File: src/rtl/instr_encode_loader.sv
// Instruction encoder/loader: packs decoded instruction fields into 16-bit words
// and streams them into instruction memory from a programmable base address.
module instr_encode_loader #(
    parameter int ADDR_W = 8,
    parameter int DEPTH  = 256
) (
    input  logic              clk,
    input  logic              reset_n,
    input  logic              start,
    input  logic [ADDR_W-1:0] base_addr,
    input  logic              in_valid,
    output logic              in_ready,
    input  logic              in_last,
    input  logic [3:0]        op,
    input  logic [2:0]        dest,
    input  logic [2:0]        q0,
    input  logic [2:0]        q1,
    input  logic [3:0]        immediate,
    input  logic [10:0]       immediate_b,
    input  logic              flag_en,
    input  logic              immed_sel,
    output logic              mem_we,
    output logic [ADDR_W-1:0] mem_addr,
    output logic [15:0]       mem_wdata,
    output logic [ADDR_W:0]   count,
    output logic              busy,
    output logic              done,
    output logic              overflow
);

    typedef enum logic [1:0] {
        ST_IDLE = 2'd0,
        ST_LOAD = 2'd1,
        ST_DONE = 2'd2
    } state_t;

    // Count value held just before the DEPTH-th beat is accepted.
    localparam logic [ADDR_W:0] LAST_CNT = (ADDR_W+1)'(DEPTH - 1);

    function automatic logic [15:0] encode_word(
        input logic [3:0]  f_op,
        input logic [2:0]  f_dest,
        input logic [2:0]  f_q0,
        input logic [2:0]  f_q1,
        input logic [3:0]  f_imm,
        input logic [10:0] f_imm_b,
        input logic        f_flag_en,
        input logic        f_immed_sel
    );
        logic [15:0] word;
        if ((f_op == 4'b1011) || (f_op == 4'b1100) || (f_op == 4'b1101) || (f_op == 4'b1110)) begin
            word = {f_op, f_imm_b, f_immed_sel};
        end else if (f_immed_sel == 1'b0) begin
            word = {f_op, f_dest, f_q0, f_q1, 1'b0, f_flag_en, 1'b0};
        end else begin
            word = {f_op, f_dest, f_q0, f_imm, f_flag_en, 1'b1};
        end
        return word;
    endfunction

    state_t              state_r;
    state_t              state_next_s;
    logic                in_ready_s;
    logic                busy_s;
    logic                done_s;
    logic                accept_s;
    logic                start_acc_s;
    logic                depth_hit_s;
    logic [ADDR_W-1:0]   ptr_r;
    logic [ADDR_W:0]     count_r;
    logic                mem_we_r;
    logic [ADDR_W-1:0]   mem_addr_r;
    logic [15:0]         mem_wdata_r;
    logic                overflow_r;

    assign start_acc_s = (state_r == ST_IDLE) && start;
    assign accept_s    = in_valid && in_ready_s;
    assign depth_hit_s = accept_s && (count_r == LAST_CNT);

    // State register.
    always_ff @(posedge clk or negedge reset_n) begin
        if (!reset_n) begin
            state_r <= ST_IDLE;
        end else begin
            state_r <= state_next_s;
        end
    end

    // Next-state logic.
    always_comb begin
        state_next_s = state_r;
        case (state_r)
            ST_IDLE: begin
                if (start) begin
                    state_next_s = ST_LOAD;
                end else begin
                    state_next_s = ST_IDLE;
                end
            end
            ST_LOAD: begin
                if (accept_s && (in_last || depth_hit_s)) begin
                    state_next_s = ST_DONE;
                end else begin
                    state_next_s = ST_LOAD;
                end
            end
            ST_DONE: state_next_s = ST_IDLE;
            default: state_next_s = ST_IDLE;
        endcase
    end

    // State-decoded handshake and status outputs.
    always_comb begin
        in_ready_s = 1'b0;
        busy_s     = 1'b0;
        done_s     = 1'b0;
        case (state_r)
            ST_IDLE: begin
                in_ready_s = 1'b0;
            end
            ST_LOAD: begin
                in_ready_s = 1'b1;
                busy_s     = 1'b1;
            end
            ST_DONE: begin
                done_s = 1'b1;
            end
            default: begin
                in_ready_s = 1'b0;
            end
        endcase
    end

    // Write pointer, registered memory write port, beat counter and sticky overflow.
    always_ff @(posedge clk or negedge reset_n) begin
        if (!reset_n) begin
            ptr_r       <= {ADDR_W{1'b0}};
            count_r     <= {(ADDR_W+1){1'b0}};
            mem_we_r    <= 1'b0;
            mem_addr_r  <= {ADDR_W{1'b0}};
            mem_wdata_r <= 16'h0000;
            overflow_r  <= 1'b0;
        end else begin
            mem_we_r <= accept_s;
            if (start_acc_s) begin
                ptr_r      <= base_addr;
                count_r    <= {(ADDR_W+1){1'b0}};
                overflow_r <= 1'b0;
            end else if (accept_s) begin
                mem_addr_r  <= ptr_r;
                mem_wdata_r <= encode_word(op, dest, q0, q1, immediate, immediate_b,
                                           flag_en, immed_sel);
                ptr_r       <= ptr_r + ADDR_W'(1);
                count_r     <= count_r + (ADDR_W+1)'(1);
                if (depth_hit_s && !in_last) begin
                    overflow_r <= 1'b1;
                end
            end
        end
    end

    assign in_ready  = in_ready_s;
    assign busy      = busy_s;
    assign done      = done_s;
    assign mem_we    = mem_we_r;
    assign mem_addr  = mem_addr_r;
    assign mem_wdata = mem_wdata_r;
    assign count     = count_r;
    assign overflow  = overflow_r;

endmodule

File: config.mk
export PLATFORM = sky130hd
export DESIGN_NAME = instr_encode_loader
export DESIGN_NICKNAME = d
export VERILOG_FILES = /design/src/rtl/instr_encode_loader.sv
export SDC_FILE = /design/constraint.sdc
export NUM_CORES = 1
export LEC_CHECK = 0
export ABC_AREA = 0
export BUFFER_PORTS_ARGS = -buffer_cell sky130_fd_sc_hd__clkbuf_2
export CORE_MARGIN = 2
export CORE_UTILIZATION = 40
export CTS_CLUSTER_DIAMETER = 50
export CTS_CLUSTER_SIZE = 10
export DETAILED_ROUTE_END_ITERATION = 10
export GPL_ROUTABILITY_DRIVEN = 0
export PLACE_DENSITY_LB_ADDON = 0.12
export SETUP_SLACK_MARGIN = 0.4
export SYNTH_ARGS = -nofsm -noshare
export SYNTH_HDL_FRONTEND = slang
export SYNTH_SLANG_ARGS = --single-unit
File: constraint.sdc
create_clock -name clk -period 4.3 [get_ports clk]
set_input_delay 0.215 -clock clk [delete_from_list [all_inputs] [get_ports clk]]
set_output_delay 0.215 -clock clk [all_outputs]
set_load 0.005 [all_outputs]
### After elaboration in Yosys (flattened, before gate mapping)

Index checks and enable logic that the tools add are counted.

| word-level totals | value |
|---|---|
| register bits after elaboration | 45 |
| input port bits | 43 |
| word-level logic and storage cells | 46 |

| cells by class | value |
|---|---|
| $add $sub $neg | 2 |
| mux-type cells | 14 |
| bitwise logic cells | 1 |
| reduce and logical (&&, ||, !) cells | 15 |
| eq/ne operators | 7 |

Operators by type and width:

| operator | number |
|---|---|
| 9-bit two-way mux | 2 |
| 4-bit equality test, second input constant | 4 |
| 8-bit two-way mux | 2 |
| 12-bit two-way mux | 1 |
| 9-bit by 1-bit adder with 9-bit output, second input constant | 1 |
| 9-bit by 8-bit equality test with 1-bit output, second input constant | 1 |
| 8-bit by 1-bit adder with 8-bit output, second input constant | 1 |
| 1-bit two-way mux | 6 |
| 6-bit two-way mux | 1 |
| 1-bit logical AND | 5 |
| 1-bit logical OR | 4 |
| 2-bit one-hot mux with 2 select lines | 1 |
| 2-bit AND reduction | 2 |
| 2-bit nonzero test | 2 |
| 2-bit by 1-bit equality test with 1-bit output, second input constant | 1 |
| 2-bit equality test, second input constant | 1 |
| 2-bit zero test | 1 |
| 2-bit two-way mux | 1 |
| 1-bit zero test | 1 |
| 1-bit NOT | 1 |

### Longest topological paths before layout

| logic depth | value |
|---|---|
| depth after elaboration | 8 |
| gate-level depth with buffers | 7 |
| depth with buffers taken out | 6 |

### Worst setup path before layout

Ideal clock, no wire load.

| timing | value |
|---|---|
| path type | reg2reg |
| start | reg state_r[0] |
| end | reg ptr_r[4] |
| setup time | 0.126 ns |
| buffers on the path | 2 |
| arrival | 1.503 ns |
| slack | 2.671 ns |
| cell stages (with the launch flop) | 6 |
| cells stage by stage | dfrtp_1 > buf_6 > or3b_4 > buf_6 > mux2_2 > a221o_1 |

| on the way | value |
|---|---|
| cells in the longest elaborated chain, start to end | 4 |

Ends and longest elaborated chain:

| what | RTL line | text |
|---|---|---|
| start, declared | 61 | `state_t state_r;` |
| start signal, assigned | 85 | `state_r <= state_next_s;` |
| 2-bit by 1-bit equality test with 1-bit output | 117 | `case (state_r)` |
| 1-bit two-way mux | 117 |  |
| 1-bit logical AND | 77 | `assign accept_s = in_valid && in_ready_s;` |
| 2-bit nonzero test (no line) | n/a |  |
| end signal, assigned | 137 | `ptr_r <= {ADDR_W{1'b0}};` |
| end signal, assigned | 146 | `ptr_r <= base_addr;` |
| end signal, assigned | 153 | `ptr_r <= ptr_r + ADDR_W'(1);` |
| end, declared | 69 | `logic [ADDR_W-1:0] ptr_r;` |

Several ways; a longest one is shown, not always the timed one.
A chain may end at the register's enable or synchronous reset.

### Worst setup path after layout

| timing | value |
|---|---|
| start | reg state_r[1] |
| end | reg ptr_r[4] |

The elaborated chain is that of the path after synthesis.

==> metrics.csv <==
metric,value,unit
status,finished with violations,
failing checks,negative hold slack,
buffers plus inverters on the worst setup path,2,
DRT iter0 DRCs,127,
post-route insts no fill,387,
average wire per cell in the routed design,14.29,microns
min cycle time layout,2.307,ns
# clock sinks,45,
"delay-heaviest family, CP",buffers and inverters,
R2R Path Start,state_r[1]$_DFF_PN0_,
Layout area overhead,22.37,%
net count after synthesis,287,
crit-path max cell delay,0.58,ns
CTS root buffer,clkbuf_8,
total of max-cap violations,0,
Worst-path clk slew,0.08,ns
Nets,360,
Synth cell types,45,
pwr/cell area,480.9,nW/um^2
multiplexer area fraction after synthesis,0.04068,
met2 WL post-DR,2648,microns
die width,79.43,microns
CTS tree,yes,
crit path launch,state_r[1]$_DFF_PN0_,
DRC,0,
Worst Setup Start Kind,flop,
post-CTS repair timing setup buffer count,0,
Synth Cell Area,2276,sq um
critical path class,flop to flop,
Crit. End Element,flop,
"Async S/R FF share, synth",1.000,
I/O Pins,81,
initial antenna violation count,0,
Synth area leaders,"dfrtp_1 49%, nand2_1 11%, o211ai_1 4.6%",
via count,2060,
CP arrival,2.49,ns
ant diodes,0,
drt first pass iters,4,
Max VDD drop,0.0002167,V
row count,27,
Critical-path top delay cell,inv_2,
top layer in use,met4,
Fin Setup TNS,0,ns
Final Setup Violations,0,
first-pass GRT wire length,9453,microns
CTS Buffer Depth,2,
final hold viol count,4,
RSZ-0062 raised after global routing,no,
complex-gate fraction of the synthesized area,0.1550,
layout cells sized above 1,0.3079,
syn avg cell area,9.444,sq um
IO Port Bufs,80,
max frequency,0.4334,GHz
placed insts,379,
crit share post-route,0.5366,
cts hold-fix bufs,0,
Post-Synth XOR/XNOR Area,0.007697,
Clock Skew,0.004886,ns
Fill cells,547,
largest family of logic cells by synthesized area,simple AND/OR/NAND/NOR gates,
sequential fraction of the synthesis area,0.4948,
cells along the critical path,"nand3b_1, buf_4, inv_2, mux2_2, a221o_1",
"Slew Viols, Final",0,
Post-synth EDFFs,0,
Worst Hold Slack,-0.01112,ns
Chip Height,79.43,microns
mean number of vias per cell,5.323,
core area,5507,sq um
ys flop type,dfrtp_1,
CTS Buf Count,5,
P_leak,1.391,nW
pin count of the biggest net entering global routing,46,
count of state elements after synthesis,45,
H-Tree Depth,2,
gr usage total,0.1896,
"area leader, netlist",dfrtp_1,
Overflow after GRT,0,
Worst-Margin Slew,0.7387,ns
multi-input logic area,1049,sq um
register area,1126,sq um
crit path max fanout,45,
met1 wire length,2548,microns
cts repair resizes,0,
simple-gate share of the synthesized area,0.2408,
vias in the first global route,1999,
hpwl dp,3822,microns
wire length on met3,282,microns
number of nets with antenna violations after routing,0,
synth warn,0,
worst endpoint required time,4.49,ns
share of the synthesized area in the top cell type,0.4948,
Hold WC Path Type,primary input to async pin,
Post-Route WL,5531,microns
Starting Density,0.4133,
Slew headroom,0.5068,
worst skew pair latency,0.29,ns
Post-Syn Instances,241,
Die ar.,6309,sq um
Synth Area in Adders,0.01649,
[cell families (layout without fill, tap and decap cells)]
group,count (synthesis),in the layout
AO/OA/AOI/OAI,46,46
XOR/XNOR,2,2
adder cells (fa/ha/maj),3,3
buffers and inverters,21,95
flip-flops,45,45
multiplexers,9,9
AND/OR/NAND/NOR,115,115
[registers in the layout (all words and copies together) (netlist names)]
name,cells
mem_wdata,16
count,9
mem_addr,8
ptr_r,8
state_r,2
mem_we,1
overflow,1
[report_power, final]
part / switching [mW] / internal [mW] / total [mW]
registers: 0.133 / 0.556 / 0.689
clock network: 0.140 / 0.113 / 0.253
logic: 0.199 / 0.198 / 0.397
[layout by cell type, fill, tap and decap left out, types with 2 or more instances in the layout]
cell type / Yosys / final
nor3_1: 2 / 2
clkbuf_8: 0 / 5
a31oi_1: 2 / 2
and4_1: 2 / 2
nand4b_1: 3 / 3
nand4_1: 4 / 4
mux2i_1: 7 / 7
o2111ai_1: 8 / 8
a221o_1: 4 / 4
o21ai_0: 5 / 5
ha_1: 3 / 3
mux2_2: 2 / 2
clkbuf_2: 0 / 80
nand2_1: 64 / 64
a22o_1: 2 / 2
clkinv_2: 0 / 2
buf_4: 1 / 3
or4_1: 3 / 3
nor2_1: 9 / 9
dfrtp_1: 45 / 45
nor2b_1: 4 / 4
nand3_1: 12 / 12
inv_1: 3 / 3
and2_1: 5 / 5
o211ai_1: 14 / 14
a31o_2: 3 / 3
[final cells by class]
class,count,area share
Timing Repair Buffer,83,0.1518
Clock buffer,6,0.02606
Clock inverter,2,0.003594
Tap cell,72,0.03235
Sequential cell,45,0.4043
Multi-Input combinational cell,175,0.3765
Inverter,4,0.005391
[per-stage QoR]
stage	power [mW]	worst slack, ns	util	hold slack, ns	cell area [sq um]
after floorplan	0.9071	2.671	-	-0.08059	2276
after global placement	1.089	2.022	0.4908	0.3446	2703
after detailed placement	1.101	1.998	0.4908	0.3431	2703
after CTS	1.360	1.991	0.5058	0.01396	2785
after global routing	1.455	1.858	0.5058	0.04407	2785
final	1.339	1.993	0.5058	-0.01112	2785
[per-layer routing]
layer  global-route usage  vias to the layer above
li1                     -                     1014
met1               0.2560                      985
met3              0.04638                        6
met2               0.3017                       55
met5                    0                        -
met4              0.05690                        0
[cells in the mapped netlist (2+ instances only)]
cell	n
buf_6	2
ha_1	3
nor2_1	9
a31oi_1	2
o211ai_1	14
buf_1	4
nand4b_1	3
o21ai_0	5
and2_1	5
a31o_2	3
buf_2	3
nor2b_1	4
and4_1	2
a22o_1	2
mux2_2	2
nand3_1	12
nor3_1	2
inv_1	3
nand2_1	64
mux2i_1	7
dfrtp_1	45
clkbuf_1	7
a221o_1	4
o2111ai_1	8
or4_1	3
nand4_1	4
[path summary, 6_finish.rpt]
path | to | slack [ns] | cells past startpoint
worst max-delay path | ptr_r[4]$_DFFE_PN0P_ | 1.99 | 5
worst min-delay path | mem_addr[3]$_DFFE_PN0P_ | -0.01 | 2
worst max register to register | ptr_r[4]$_DFFE_PN0P_ | 1.99 | 5
worst min register to register | mem_addr[7]$_DFFE_PN0P_ | 0.48 | 2
max in group asynchronous | mem_wdata[14]$_DFFE_PN0P_ | 3.90 | 2
min in group clk | ptr_r[2]$_DFFE_PN0P_ | 0.15 | 2
No activity file was read; power rests on OpenSTA's default activity.
